### src/rtl/seqdet_pkg.sv
// Shared types and defaults for the programmable serial sequence detector.
// The length-width helper keeps the cfg_len port sizing identical in every module.
package seqdet_pkg;

  localparam int DEF_MAXLEN = 8;
  localparam int DEF_CNTW   = 8;

  typedef enum logic [1:0] {
    ST_IDLE  = 2'd0,
    ST_ARMED = 2'd1,
    ST_DONE  = 2'd2
  } state_t;

  function automatic int len_width(input int maxlen);
    return $clog2(maxlen + 1);
  endfunction

endpackage

### src/rtl/seqdet_shift_match.sv
// History shift register, fill counter and masked compare of the newest len bits.
// hit is combinational: it flags that the bit being shifted in on this edge completes a match.
module seqdet_shift_match
  import seqdet_pkg::*;
#(
  parameter int MAXLEN = DEF_MAXLEN,
  parameter int LW     = len_width(MAXLEN)
) (
  input  logic              clk,
  input  logic              rst,
  input  logic              shift,
  input  logic              clear,
  input  logic              x,
  input  logic              overlap,
  input  logic [LW-1:0]     len,
  input  logic [MAXLEN-1:0] pattern,
  output logic              hit
);

  logic [MAXLEN-1:0] r_hist;
  logic [LW-1:0]     r_fill;
  logic [MAXLEN-1:0] w_hist_next;
  logic [MAXLEN-1:0] w_mask;
  logic [LW:0]       w_fill_p1;
  logic              w_full;

  assign w_hist_next = {r_hist[MAXLEN-2:0], x};

  generate
    for (genvar gi = 0; gi < MAXLEN; gi++) begin : g_mask
      assign w_mask[gi] = (LW'(gi) < len);
    end
  endgenerate

  // One extra bit so fill+1 cannot wrap when MAXLEN+1 is a power of two.
  assign w_fill_p1 = {1'b0, r_fill} + (LW+1)'(1);
  assign w_full    = (w_fill_p1 >= {1'b0, len});
  assign hit       = shift && w_full && (((w_hist_next ^ pattern) & w_mask) == '0);

  always_ff @(posedge clk or posedge rst) begin
    if (rst) begin
      r_hist <= '0;
      r_fill <= '0;
    end else if (clear) begin
      r_hist <= '0;
      r_fill <= '0;
    end else if (shift) begin
      r_hist <= w_hist_next;
      if (hit && !overlap) begin
        r_fill <= '0;
      end else if (w_full) begin
        r_fill <= len;
      end else begin
        r_fill <= w_fill_p1[LW-1:0];
      end
    end
  end

endmodule

### src/rtl/seqdet_ctrl.sv
// Sequencing controller: config latch, IDLE/ARMED/DONE FSM, saturating match counter and pulses.
// busy spans ARMED and the DONE wrap-up cycle, so it falls in the cycle done pulses.
module seqdet_ctrl
  import seqdet_pkg::*;
#(
  parameter int  MAXLEN = DEF_MAXLEN,
  parameter int  CNTW   = DEF_CNTW,
  localparam int LW     = len_width(MAXLEN)
) (
  input  logic              clk,
  input  logic              rst,
  input  logic              x,
  input  logic              x_valid,
  input  logic              start,
  input  logic              abort,
  input  logic [MAXLEN-1:0] cfg_pattern,
  input  logic [LW-1:0]     cfg_len,
  input  logic              cfg_overlap,
  input  logic [CNTW-1:0]   cfg_target,
  output logic              busy,
  output logic              z,
  output logic [CNTW-1:0]   match_count,
  output logic              done,
  output logic              err
);

  state_t            r_state, w_state_next;
  logic [MAXLEN-1:0] r_pattern;
  logic [LW-1:0]     r_len;
  logic              r_overlap;
  logic [CNTW-1:0]   r_target;
  logic [CNTW-1:0]   r_count, w_count_next, w_count_inc;
  logic              r_z, w_z_next;
  logic              r_done, w_done_next;
  logic              r_err, w_err_next;
  logic              w_cfg_ok, w_load, w_shift, w_hit;

  assign w_cfg_ok    = (cfg_len != '0) && (cfg_len <= LW'(MAXLEN));
  assign w_load      = (r_state == ST_IDLE) && start && w_cfg_ok;
  // Abort suppresses the shift, which also kills any simultaneous hit.
  assign w_shift     = (r_state == ST_ARMED) && x_valid && !abort;
  assign w_count_inc = (r_count == '1) ? r_count : r_count + CNTW'(1);

  seqdet_shift_match #(
    .MAXLEN (MAXLEN),
    .LW     (LW)
  ) u_shift_match (
    .clk     (clk),
    .rst     (rst),
    .shift   (w_shift),
    .clear   (w_load),
    .x       (x),
    .overlap (r_overlap),
    .len     (r_len),
    .pattern (r_pattern),
    .hit     (w_hit)
  );

  always_comb begin
    w_state_next = r_state;
    w_z_next     = 1'b0;
    w_done_next  = 1'b0;
    w_err_next   = 1'b0;
    w_count_next = r_count;
    case (r_state)
      ST_IDLE: begin
        if (start && !w_cfg_ok) begin
          w_err_next = 1'b1;
        end else if (w_load) begin
          w_count_next = '0;
          w_state_next = ST_ARMED;
        end
      end
      ST_ARMED: begin
        if (abort) begin
          w_state_next = ST_IDLE;
        end else if (w_hit) begin
          w_z_next     = 1'b1;
          w_count_next = w_count_inc;
          if ((r_target != '0) && (w_count_inc == r_target)) begin
            w_state_next = ST_DONE;
          end
        end
      end
      ST_DONE: begin
        w_done_next  = 1'b1;
        w_state_next = ST_IDLE;
      end
      default: w_state_next = ST_IDLE;
    endcase
  end

  always_ff @(posedge clk or posedge rst) begin
    if (rst) begin
      r_state   <= ST_IDLE;
      r_pattern <= '0;
      r_len     <= '0;
      r_overlap <= 1'b0;
      r_target  <= '0;
      r_count   <= '0;
      r_z       <= 1'b0;
      r_done    <= 1'b0;
      r_err     <= 1'b0;
    end else begin
      r_state <= w_state_next;
      r_count <= w_count_next;
      r_z     <= w_z_next;
      r_done  <= w_done_next;
      r_err   <= w_err_next;
      if (w_load) begin
        r_pattern <= cfg_pattern;
        r_len     <= cfg_len;
        r_overlap <= cfg_overlap;
        r_target  <= cfg_target;
      end
    end
  end

  assign busy        = (r_state != ST_IDLE);
  assign z           = r_z;
  assign done        = r_done;
  assign err         = r_err;
  assign match_count = r_count;

endmodule

### config.mk
export PLATFORM = sky130hd
export DESIGN_NAME = seqdet_ctrl
export DESIGN_NICKNAME = d
export VERILOG_FILES = /design/src/rtl/seqdet_pkg.sv /design/src/rtl/seqdet_shift_match.sv /design/src/rtl/seqdet_ctrl.sv
export SDC_FILE = /design/constraint.sdc
export NUM_CORES = 1
export LEC_CHECK = 0
export CORE_AREA = 10 10 86 88
export CTS_CLUSTER_DIAMETER = 40
export DETAILED_ROUTE_END_ITERATION = 16
export DIE_AREA = 0 0 96 98
export PLACE_DENSITY = 0.67
export SYNTH_ARGS = -nofsm -noshare
export SYNTH_HDL_FRONTEND = slang
export SYNTH_SLANG_ARGS = --single-unit
### constraint.sdc
create_clock -name clk -period 3.1 [get_ports clk]
set_input_delay 0.62 -clock clk [delete_from_list [all_inputs] [get_ports clk]]
set_output_delay 0.62 -clock clk [all_outputs]
set_load 0.05 [all_outputs]
# After elaboration in Yosys (flattened, before gate mapping)
# Cells that the tools add are included.
# totals
in_bits	27
output_inout_bits	12
register_bits	45
word_cells	81
# op_classes
bitwise_logic	2
muxes	24
reduce_logical	22
eq_ne	10
order_cmp	10
n_addsub	2
# ops
cell	count
$mux 8	5
$lt 3x4->1 const A	4
$mux 4	4
$pmux 8 s2	1
$mux 7	2
$logic_and 1x1->1	10
$mux 2	5
$add 8x1->8 const B	1
$and 8x8->8	1
$eq 8x8->1	1
$eq 8x8->1 const B	1
$logic_not 8->1	1
$lt 1x4->1 const A	2
$lt 2x4->1 const A	2
$reduce_bool 8->1	1
$xor 8x8->8	1
$mux 1	6
$ne 3x2->1 const B	2
$reduce_bool 2->1	3
$add 4x1->5 const B	1
$ge 5x4->1	1
$reduce_and 5->1	1
$le 4x4->1 const B	1
$ne 2x1->1 const B	2
8 further kinds	11

# Depth between registers and ports, before layout
# Gate-level depths: netlist of run 1.
# depth
depth_word	9
mapped_depth	9

# Hierarchy
# From an unflattened synthesis of run 1, not the netlist that was laid out.
# unflattened
hier_cells	309
hier_area_um2	2731.4
# by_module_without_submodules
mod	area_each_um2	seq_area_each_um2	cells_each	n_inst
seqdet_ctrl	1846.8	850.8	213	1
seqdet_shift_match	884.6	275.3	96	1

# Least setup slack after synthesis of run 1
# No wires, ideal clock.
# synth_timing
path_kind	reg-to-reg
startpoint	reg r_count[0], in the netlist match_count[0]
endpoint	reg r_state[0]
required_time_ps	2960
path_slack_ps	751
stages_incl_launch_ff	9
arrival_time_ps	2209
path_cell_list	dfrtp_1 -> ha_1 -> clkbuf_1 -> and3_1 -> and3_1 -> o311ai_0 -> nand4_1 -> nor4_2 -> o31ai_1
# synth_between
elab_chain_cells	6
elab_cells_between_ends	7
classes_between	add/sub: 1; eq/ne: 3; mux: 1; reduce/logical: 2
# synth_lines
item	line	text
from (decl)	seqdet_ctrl.sv:32	logic [CNTW-1:0] r_count, w_count_next, w_count_inc;
from (signal assigned)	seqdet_ctrl.sv:106	r_count <= w_count_next;
$add 8x1->8 or $eq 8x8->1 (tied branches)	seqdet_ctrl.sv:42	assign w_count_inc = (r_count == '1) ? r_count : r_count + CNTW'(1);
$mux 8 (*)	seqdet_ctrl.sv:42	
$eq 8x8->1 (*)	seqdet_ctrl.sv:80	if ((r_target != '0) && (w_count_inc == r_target)) begin
$logic_and 1x1->1 (*)	seqdet_ctrl.sv:80	
$ne 3x2->1 (no source line) (*)	--	
$reduce_and 4->1 (no source line) (*)	--	
to (signal assigned)	seqdet_ctrl.sv:105	r_state <= w_state_next;
to (decl)	seqdet_ctrl.sv:27	state_t r_state, w_state_next;
# Mark *: on every way between the ends. The rest lies on a longest branch, timed or not.
# A chain may end at the register's enable or synchronous reset.

# Worst setup path in the final report of run 1
# layout_timing
startpoint	reg u_shift_match.r_fill[0]
endpoint	reg r_state[0]
# layout_between
elab_chain_cells	6
# layout_lines
item	line	text
from (decl)	seqdet_shift_match.sv:21	logic [LW-1:0] r_fill;
from (signal assigned)	seqdet_shift_match.sv:52	r_fill <= len;
from (signal assigned)	seqdet_shift_match.sv:54	r_fill <= w_fill_p1[LW-1:0];
$add 4x1->5	seqdet_shift_match.sv:36	assign w_fill_p1 = {1'b0, r_fill} + (LW+1)'(1);
$ge 5x4->1	seqdet_shift_match.sv:37	assign w_full = (w_fill_p1 >= {1'b0, len});
$logic_and 1x1->1 (2 in series)	seqdet_shift_match.sv:38	assign hit = shift && w_full && (((w_hist_next ^ pattern) & w_mask) == '0);
$ne 3x2->1 (no source line)	--	
$reduce_and 4->1 (no source line)	--	
# Every way passes these cells.

==> impl_metrics.ini, run 1 <==
[global_routing]
grtUsageTotal_pct = 12.0
met1_usage_pct = 17.0
grt_pass1_vias = 1897
met2_usage_pct = 16.8
antenna_found_initial = 0
grt_max_degree = 28
grt_busiest_layer = met1
grt_pass1_wl_mm = 9.22
grt_overflow = 0
grt_use_met3_pct = 3.60

[clock_network]
tritoncts = yes
clk_pin_slew_worst_paths_ns = 0.09
cts_hold_buf = 0
clk_latency_ns = 0.30
cts-buffers-inserted = 5
cts_root_buf = clkbuf_8
cts_resized = 0
htreeDepth = 2
post_cts_buffers = 0
clock_sinks = 45
cts_buffer_depth = 2

[detailed_routing]
wl_per_cell_um = 15.1
drc = 0
via_count = 1934
drtAntennaViolNets = 0
first_pass_iters = 4
drt_iter0_drc = 148
wirelength_mm = 5.43
viasPerCell = 5.37

[logic_synthesis]
syn_nets = 280
synthTopCellsByArea = dfrtp_1 (45%), mux2_2 (9.5%), nand2_1 (4.1%)
synth.distinct_cells = 46
yosysWarnings = 0
synth-seq-cells = 45
yosysMostFrequentCell = dfrtp_1
synthArstFlopShare_pct = 100
ys.flop_type = dfrtp_1
synth_common_cells = dfrtp_1 (45), nand2_1 (27), mux2_2 (21)
synth_cells = 247
yosys.area.top_type_share_pct = 45.4
syn_area_per_cell_um2 = 10.1
synth-edff-count = 0
synth_area_um2 = 2480
synth_area_leader_cell = dfrtp_1
yosysSeqAreaShare_pct = 45.4

[setup_path]
r2r_cells = 9
cp_data_required_time_ns = 3.27
crit_start = u_shift_match.r_fill[0]$_DFFE_PP0P_
worstSetupStartpointType = register
regToRegStartpoint = u_shift_match.r_fill[0]$_DFFE_PP0P_
cp-end-kind = register
worst_ep_arrival_time_ns = 2.65
path_class = register to register
cp_max_fo = 12

[floorplan]
start_util_pct = 43.2
placementRows = 28
fp.dieH_um = 98
coreArea_um2 = 5750
dieArea_um2 = 9410
num_io_pins = 39
die_w_um = 96

[final_layout]
final_nets = 317
area_growth_pct = 22.2
layout-drive-gt1-share_pct = 13.3
antennaDiodeCount = 0

[sta]
setup_violations = 0
fin_setup_tns_ns = 0
relSlewSlack_pct = 35.8
rsz0062_at_grt = no
drv_slew = 0
worst_pin_slew_ns = 0.957
timing.final.crit_period_ns = 2.48
fin_worst_skew_ns = 0.00949
clock.fmax_mhz = 404
setup_ws_ns = 0.622
period_share_pct = 79.9
hold_viol = 0

[placement]
dp_slack_ns = 0.443
numPortBuffers = 38
place_congestion = 0.877
hpwl_mm = 4.15

[hold_path]
hold_depth = 1
hp-start = r_state[0]$_DFFE_PP0P_
hold_path.class = register to register

[pwr]
p_leak_nw = 1.26
power_density_nw_per_um2 = 576
vdd_drop_max_uv = 266
power.total_mw = 1.75

[job]
maxCapViolations = 0

[status]
outcome = completed
-- state kept, by name, indices dropped and copies added, names as in the netlist --
name and flops:
r_overlap 1, r_state 2, match_count 8, z 1, r_pattern 8, r_len 4, u_shift_match.r_fill 4, r_target 8
err 1, u_shift_match.r_hist 7, done 1
-- cells by family after synthesis --
family,count (synthesis),share of synthesized area [%]
AND/OR/NAND/NOR,73,16.3
AO/OA/AOI/OAI,65,16.5
flip-flops,45,45.4
multiplexers,22,9.93
buffers and inverters,21,3.53
XOR/XNOR,15,5.29
adder cells (fa/ha/maj),6,3.02
-- worst max-delay path: stages, from the launching register on --
cell	delay, ns
dfrtp_1	0.43
ha_1	0.24
xor2_1	0.15
ha_1	0.27
o21ai_0	0.08
o21ai_2	0.31
o2111ai_1	0.17
buf_4	0.21
nor4_2	0.38
o31ai_1	0.10
-- where the power goes --
part / switching, mW / internal, mW / leakage, nW / total [mW]
combinational: 0.273 / 0.272 / 0.631 / 0.546
clock: 0.197 / 0.202 / 0.0542 / 0.399
sequential: 0.112 / 0.692 / 0.579 / 0.804
-- per-stage QoR --
stage | hold WS, ns | cell area (um2) | instances | util, %
detailed placement | 0.447 | 2930 | 352 | 51.0
global placement | 0.437 | 2930 | 352 | 51.0
CTS | 0.467 | 3030 | 360 | 52.8
global route | 0.500 | 3030 | 360 | 52.8
floorplan | 0.426 | 2480 | 247 | -
finish | 0.463 | 3030 | 360 | 52.8
-- final timing paths --
kind,to,slack (ns)
max,r_state[0]$_DFFE_PP0P_,0.62
min,done$_DFF_PP0_,0.46
max reg2reg,r_state[0]$_DFFE_PP0P_,0.62
min reg2reg,done$_DFF_PP0_,0.46
max in group asynchronous,r_pattern[7]$_DFFE_PP0P_,1.66
min in group asynchronous,match_count[3]$_DFFE_PP0P_,0.73
-- cell usage in the layout, fill, tap and decap left out, types with 2 or more instances in the layout --
master | synthesis | routed
dfrtp_1 | 45 | 45
clkdlybuf4s50_1 | 0 | 38
nand2_1 | 27 | 27
mux2_2 | 21 | 21
o21ai_0 | 20 | 20
a21oi_1 | 13 | 13
xnor2_1 | 11 | 11
inv_1 | 9 | 8
nor2_1 | 7 | 7
clkbuf_8 | 0 | 7
nand3_1 | 6 | 6
ha_1 | 6 | 6
and3_1 | 5 | 5
o22a_1 | 5 | 5
a31oi_1 | 4 | 4
xor2_1 | 4 | 4
o22ai_1 | 4 | 4
nand4_1 | 4 | 4
nor2b_1 | 4 | 4
buf_4 | 0 | 4
and2_1 | 3 | 3
a211oi_1 | 3 | 3
or3_1 | 3 | 3
a21boi_0 | 3 | 3
nand2b_1 | 2 | 2
nor3b_2 | 2 | 2
o2111ai_1 | 2 | 2
and4_1 | 2 | 2
o2bb2ai_1 | 2 | 2
or4_1 | 2 | 2
-- area by class of cell --
cell class	instances	area [um2]
Fill cell	565	2710
Multi-Input combinational cell	181	1270
Sequential cell	45	1130
Timing Repair Buffer	42	410
Clock buffer	7	96.3
Tap cell	75	93.8
Inverter	9	33.8
Clock inverter	1	5.00
-- layer usage --
layer	share of wire, %	up-vias
met5	0	-
met4	1.1	0
met3	5.9	4
met2	44	46
met1	49	914
li1	-	970
(Power assumes the default switching activity.)
==> run 2: changes to the inputs <==
==> constraint.sdc (replaced) <==
create_clock -name clk -period 2.41 [get_ports clk]
set_input_delay 0.482 -clock clk [delete_from_list [all_inputs] [get_ports clk]]
set_output_delay 0.482 -clock clk [all_outputs]
set_load 0.05 [all_outputs]
==> run 2 against run 1 <==
Compared with the run above: hold slack improved by 0.0056 ns; sequential power increased by 28%; cell area increased by 2.4%; flip-flop and latch count unchanged; die area unchanged; first-iteration DRC count decreased by 45%.
==> impl_metrics.ini, run 2 (same netlist as run 1, synthesis figures left out) <==
[status]
outcome = completed

[floorplan]
die_w_um = 96
placementRows = 28
start_util_pct = 43.2
num_io_pins = 39
coreArea_um2 = 5750
dieArea_um2 = 9410
fp.dieH_um = 98

[clock_network]
cts_root_buf = clkbuf_8
cts_buffer_depth = 2
htreeDepth = 2
cts_hold_buf = 0
cts-buffers-inserted = 5
clk_latency_ns = 0.30
clock_sinks = 45
tritoncts = yes
cts_resized = 0
clk_pin_slew_worst_paths_ns = 0.09
post_cts_buffers = 0

[global_routing]
grt_max_degree = 46
grt_busiest_layer = met2
antenna_found_initial = 0
grt_use_met3_pct = 3.14
grt_overflow = 0
grt_pass1_vias = 2018
grtUsageTotal_pct = 12.4
grt_pass1_wl_mm = 9.56
met1_usage_pct = 16.2
met2_usage_pct = 18.3

[setup_path]
max_stage_delay_ns = 0.90
path_class = register to primary output
cp-end-kind = primary output
worst_ep_arrival_time_ns = 1.76
slowest_stage = clkdlybuf4s50_1
cp_max_fo = 11
cp_data_required_time_ns = 1.93
rrSetupSlack_ns = 0.25
path_cells = clkdlybuf4s50_1
critical-path-top-delay-family = buffers and inverters
worstSetupStartpointType = register
cp.buffers_inverters = 1

[placement]
place_area_um2 = 3010
dp.cells = 360
hpwl_mm = 4.35
dp_slack_ns = 0.0786
place_congestion = 0.921
numPortBuffers = 38

[detailed_routing]
wl_per_cell_um = 15.5
wirelength_mm = 5.70
via_count = 2025
first_pass_iters = 4
drt_iter0_drc = 81
drc = 0
viasPerCell = 5.50
drtAntennaViolNets = 0

[sta]
worst_pin_slew_ns = 0.564
rsz0062_at_grt = no
setup_violations = 0
clock.fmax_mhz = 447
relSlewSlack_pct = 62.4
hold_viol = 0
drv_slew = 0
period_share_pct = 92.9
fin_worst_skew_ns = 0.00596
fin_setup_tns_ns = 0
timing.final.crit_period_ns = 2.24
hold-worst-slack_ns = 0.468
setup_ws_ns = 0.172

[final_layout]
layoutNonFillerInstCount = 368
antennaDiodeCount = 0
final_area_um2 = 3110
layout-drive-gt1-share_pct = 16.0
area_growth_pct = 25.2
fin_util_pct = 54.1
layout.cells.most_common = dfrtp_1
final_cell_mix = dfrtp_1 (45), clkdlybuf4s50_1 (38), nand2_1 (27)
final_nets = 325

[pwr]
power_density_nw_per_um2 = 741
p_leak_nw = 1.31
vdd_drop_max_uv = 343
power.total_mw = 2.30

[hold_path]
hold_path.class = register to register

[job]
maxCapViolations = 0
run 2: final cells by class:
cell class | count | area [um2]
tap | 75 | 93.8
inverter | 9 | 33.8
clock buffer | 6 | 82.6
fill | 536 | 2640
clock inverter | 2 | 13.8
timing repair buffer | 50 | 483
multi-input combinational | 181 | 1270
sequential | 45 | 1130
run 2: report_power, final:
group          switching [mW]  internal (mW)
Sequential              0.141          0.890
Clock                   0.262          0.233
Combinational           0.380          0.396
run 2: routing by layer:
layer	up-vias	wire length (um)
met5	-	0
met4	0	158
met3	14	414
met2	66	2600
met1	956	2530
li1	989	-
run 2: path summary, 6_finish.rpt:
| path | startpoint | end | cells after the start |
|---|---|---|---|
| max in group asynchronous | rst | r_target[6]$_DFFE_PP0P_ | 3 |
| hold reg to reg | r_state[0]$_DFFE_PP0P_ | done$_DFF_PP0_ | 1 |
| hold / removal | r_state[0]$_DFFE_PP0P_ | done$_DFF_PP0_ | 1 |
| min in group asynchronous | rst | r_target[7]$_DFFE_PP0P_ | 3 |
| setup / recovery | match_count[4]$_DFFE_PP0P_ | match_count[4] | 1 |
| setup reg to reg | u_shift_match.r_fill[1]$_DFFE_PP0P_ | match_count[0]$_DFFE_PP0P_ | 9 |
==> run 3: changes to the inputs <==
--- a/config.mk
+++ b/config.mk
@@ -5,11 +5,12 @@
 export SDC_FILE = /design/constraint.sdc
 export NUM_CORES = 1
 export LEC_CHECK = 0
-export CORE_AREA = 10 10 86 88
+export CORE_AREA = 10 10 82 84
 export CTS_CLUSTER_DIAMETER = 40
 export DETAILED_ROUTE_END_ITERATION = 16
-export DIE_AREA = 0 0 96 98
-export PLACE_DENSITY = 0.67
+export DIE_AREA = 0 0 92 94
+export PLACE_DENSITY = 0.78
 export SYNTH_ARGS = -nofsm -noshare
 export SYNTH_HDL_FRONTEND = slang
+export SYNTH_HIERARCHICAL = 1
 export SYNTH_SLANG_ARGS = --single-unit
==> run 3 against run 2 <==
Compared with the run above: the run now ends with setup timing left; critical endpoint is now r_state[1]$_DFFE_PP0P_; total power increased by 8.2%; via count increased by 25%; fmax decreased by 12%; clock-buffer cell count unchanged; sequential power about the same; combinational power increased by 30%; critical path depth increased by 11; clock power decreased by 4.4%; utilization increased by 14 points; largest power group is now combinational cells; register-to-register slack got worse by 0.40 ns.
==> impl_metrics.ini, run 3 <==
[clock_network]
clk_pin_slew_worst_paths_ns = 0.09
htreeDepth = 2
clk_latency_ns = 0.30
cts_buffer_depth = 2
cts_hold_buf = 0
tritoncts = yes
cts-buffers-inserted = 5
cts_root_buf = clkbuf_8
clock_sinks = 45

[hold_path]
hold_depth = 1
hp-start = r_state[0]$_DFFE_PP0P_
hold_path.class = register to register
holdPathEnd = done$_DFF_PP0_

[floorplan]
dieArea_um2 = 8650
placementRows = 26
num_io_pins = 39
die_w_um = 92
fp.dieH_um = 94
start_util_pct = 53.8
coreArea_um2 = 5070

[pwr]
swShare_pct = 35.9
power_frac_comb_pct = 40.8
internal-power_mw = 1.60
clock_power_share_pct = 19.0
p_seq_share_pct = 40.3
p_switching_mw = 0.894
power.total_mw = 2.49
p_leak_nw = 1.54
vdd_drop_max_uv = 411
power_density_nw_per_um2 = 724

[detailed_routing]
drc = 0
wirelength_mm = 7.02
drt_iter0_drc = 283
via_count = 2523
wl_per_cell_um = 16.0
drtAntennaViolNets = 0
viasPerCell = 5.76
first_pass_iters = 5

[logic_synthesis]
synth_area_um2 = 2730
synth_cells = 309
synth.distinct_cells = 54
synth_common_cells = nand2_1 (75), dfrtp_1 (45), nor2_1 (18)
synthTopCellsByArea = dfrtp_1 (41%), nand2_1 (10%), xnor2_1 (3.8%)
yosysWarnings = 6
syn_area_per_cell_um2 = 8.84
ys.flop_type = dfrtp_1
synth-seq-cells = 45
yosys.area.top_type_share_pct = 41.2
synth_area_leader_cell = dfrtp_1
synth-edff-count = 0
syn_nets = 342
synthArstFlopShare_pct = 100
yosysMostFrequentCell = nand2_1
yosysSeqAreaShare_pct = 41.2

[setup_path]
reg2reg_to = r_state[1]$_DFFE_PP0P_
max_stage_delay_ns = 0.40
slowest_stage = dfrtp_1
r2r_cells = 12
path_cells = ha_2, xor2_1, ha_2, o21a_1, nor2_1, o21a_2, nor3_4, o221ai_2, a311oi_2, o2111ai_1, nor4_2, and2_1
regToRegStartpoint = u_shift_match/r_fill[0]$_DFFE_PP0P_
cp_data_required_time_ns = 2.66
worstSetupStartpointType = register
crit_top_cell = ha_2
worst_ep_arrival_time_ns = 2.81
rrSetupSlack_ns = -0.15
cp_max_fo = 3
path_class = register to register
cp-end-kind = register

[global_routing]
grt_use_met3_pct = 4.64
grt_overflow = 0
antenna_found_initial = 0
grt_pass1_vias = 2518
grtUsageTotal_pct = 16.2
met1_usage_pct = 19.8
met2_usage_pct = 27.1
grt_max_degree = 35
grt_pass1_wl_mm = 11.7
grt_busiest_layer = met2

[final_layout]
final_nets = 400
layout.cells.most_common = nand2_1
fill_cells = 418
fin_util_pct = 67.8
final_cell_mix = nand2_1 (75), dfrtp_1 (45), clkdlybuf4s50_1 (38)
antennaDiodeCount = 0
layout-drive-gt1-share_pct = 16.0
area_growth_pct = 25.9

[sta]
hold_viol = 0
rsz0062_at_grt = yes
worst_pin_slew_ns = 0.689
timing.final.crit_period_ns = 2.56
relSlewSlack_pct = 53.5
setup_violations = 3
clock.fmax_mhz = 391
period_share_pct = 106
fin_worst_skew_ns = 0.00991
setup_ws_ns = -0.147
drv_slew = 0

[status]
violations = setup timing
outcome = finished, violations left

[job]
maxCapViolations = 0

[placement]
hpwl_mm = 5.20
place_congestion = 0.934
dp_slack_ns = -0.457
numPortBuffers = 38
-- run 3: changes by cell type in the layout (fill, tap and decap cells not counted), moves of 9 or more --
cell,previous run,this run
nor2_1,7,18
o21ai_0,20,8
nand2_1,27,75
mux2_2,21,3
mux2i_1,1,10
nor3_1,1,10
buf_4,11,32
-- run 3: layer usage --
layer	wire [um]	part of all wire [%]	up-vias
li1	-	-	1193
met1	3050	43	1203
met2	3280	47	104
met3	532	7.6	23
met4	154	2.2	0
met5	0	0	-
-- run 3: power groups by stage --
stage	Combinational [mW]	Clock [mW]	Sequential (mW)
floorplan	0.674	0	0.979
global placement	0.939	0	1.01
detailed placement	0.971	0	1.01
CTS	0.977	0.476	0.998
global route	1.11	0.519	1.02
finish	1.01	0.473	1.00
-- run 3: worst max path at each step --
stage                                         from                      to
4_1_cts        u_shift_match/r_fill[0]$_DFFE_PP0P_  r_state[0]$_DFFE_PP0P_
6_report       u_shift_match/r_fill[0]$_DFFE_PP0P_  r_state[1]$_DFFE_PP0P_
5_1_grt        u_shift_match/r_fill[0]$_DFFE_PP0P_  r_state[1]$_DFFE_PP0P_
2_1_floorplan  u_shift_match/r_fill[0]$_DFFE_PP0P_  r_state[0]$_DFFE_PP0P_
3_3_place_gp                                 abort  r_state[0]$_DFFE_PP0P_
3_5_place_dp                                 abort  r_state[0]$_DFFE_PP0P_
-- run 3: timing repair --
action | CTS | global route
setup endpoints to repair | 4 | 9
setup buffers | 0 | 3
pin swaps | 0 | 0
endpoints found under the hold margin | 0 | 0
gates resized for setup | 2 | 6
-- run 3: layout make-up --
type	count	area, um2	area share, %
clock buffer	6	72.6	2.11
clock inverter	2	15.0	0.437
timing repair buffer	70	621	18.0
sequential	45	1130	32.7
multi-input combinational	233	1470	42.8
inverter	12	45.0	1.31
tap	70	87.6	2.55
-- run 3: kinds of logic (layout without fill, tap and decap cells) --
logic type / after synthesis / after routing / synth area share [%]
muxes: 13 / 13 / 4.90
AOI/OAI and AO/OA: 53 / 53 / 14.6
buffers and inverters: 31 / 90 / 6.37
and+or+nand+nor: 142 / 142 / 24.1
adders and majority gates: 6 / 6 / 2.75
DFF: 45 / 45 / 41.2
xor gates and xnor gates: 19 / 19 / 6.09
-- run 3: stage by stage --
step                      instance area (um2)  hold WS, ns  std cells  TNS [ns]
final                                    3440        0.454        438    -0.289
after global routing                     3440        0.475        438     -1.28
after CTS                                3390        0.446        435    -0.245
after detailed placement                 3300        0.436        427     -2.98
after global placement                   3300        0.434        427     -1.91
after floorplan                          2750        0.334        309   -0.0614
-- run 3: worst max-delay path: cells and delay by family (launching register included) --
kind	cells	cell delay [ns]
AO/OA/AOI/OAI	5	0.88
AND/OR/NAND/NOR	4	0.57
adder cells (fa/ha/maj)	2	0.52
flip-flops	1	0.40
XOR/XNOR	1	0.15
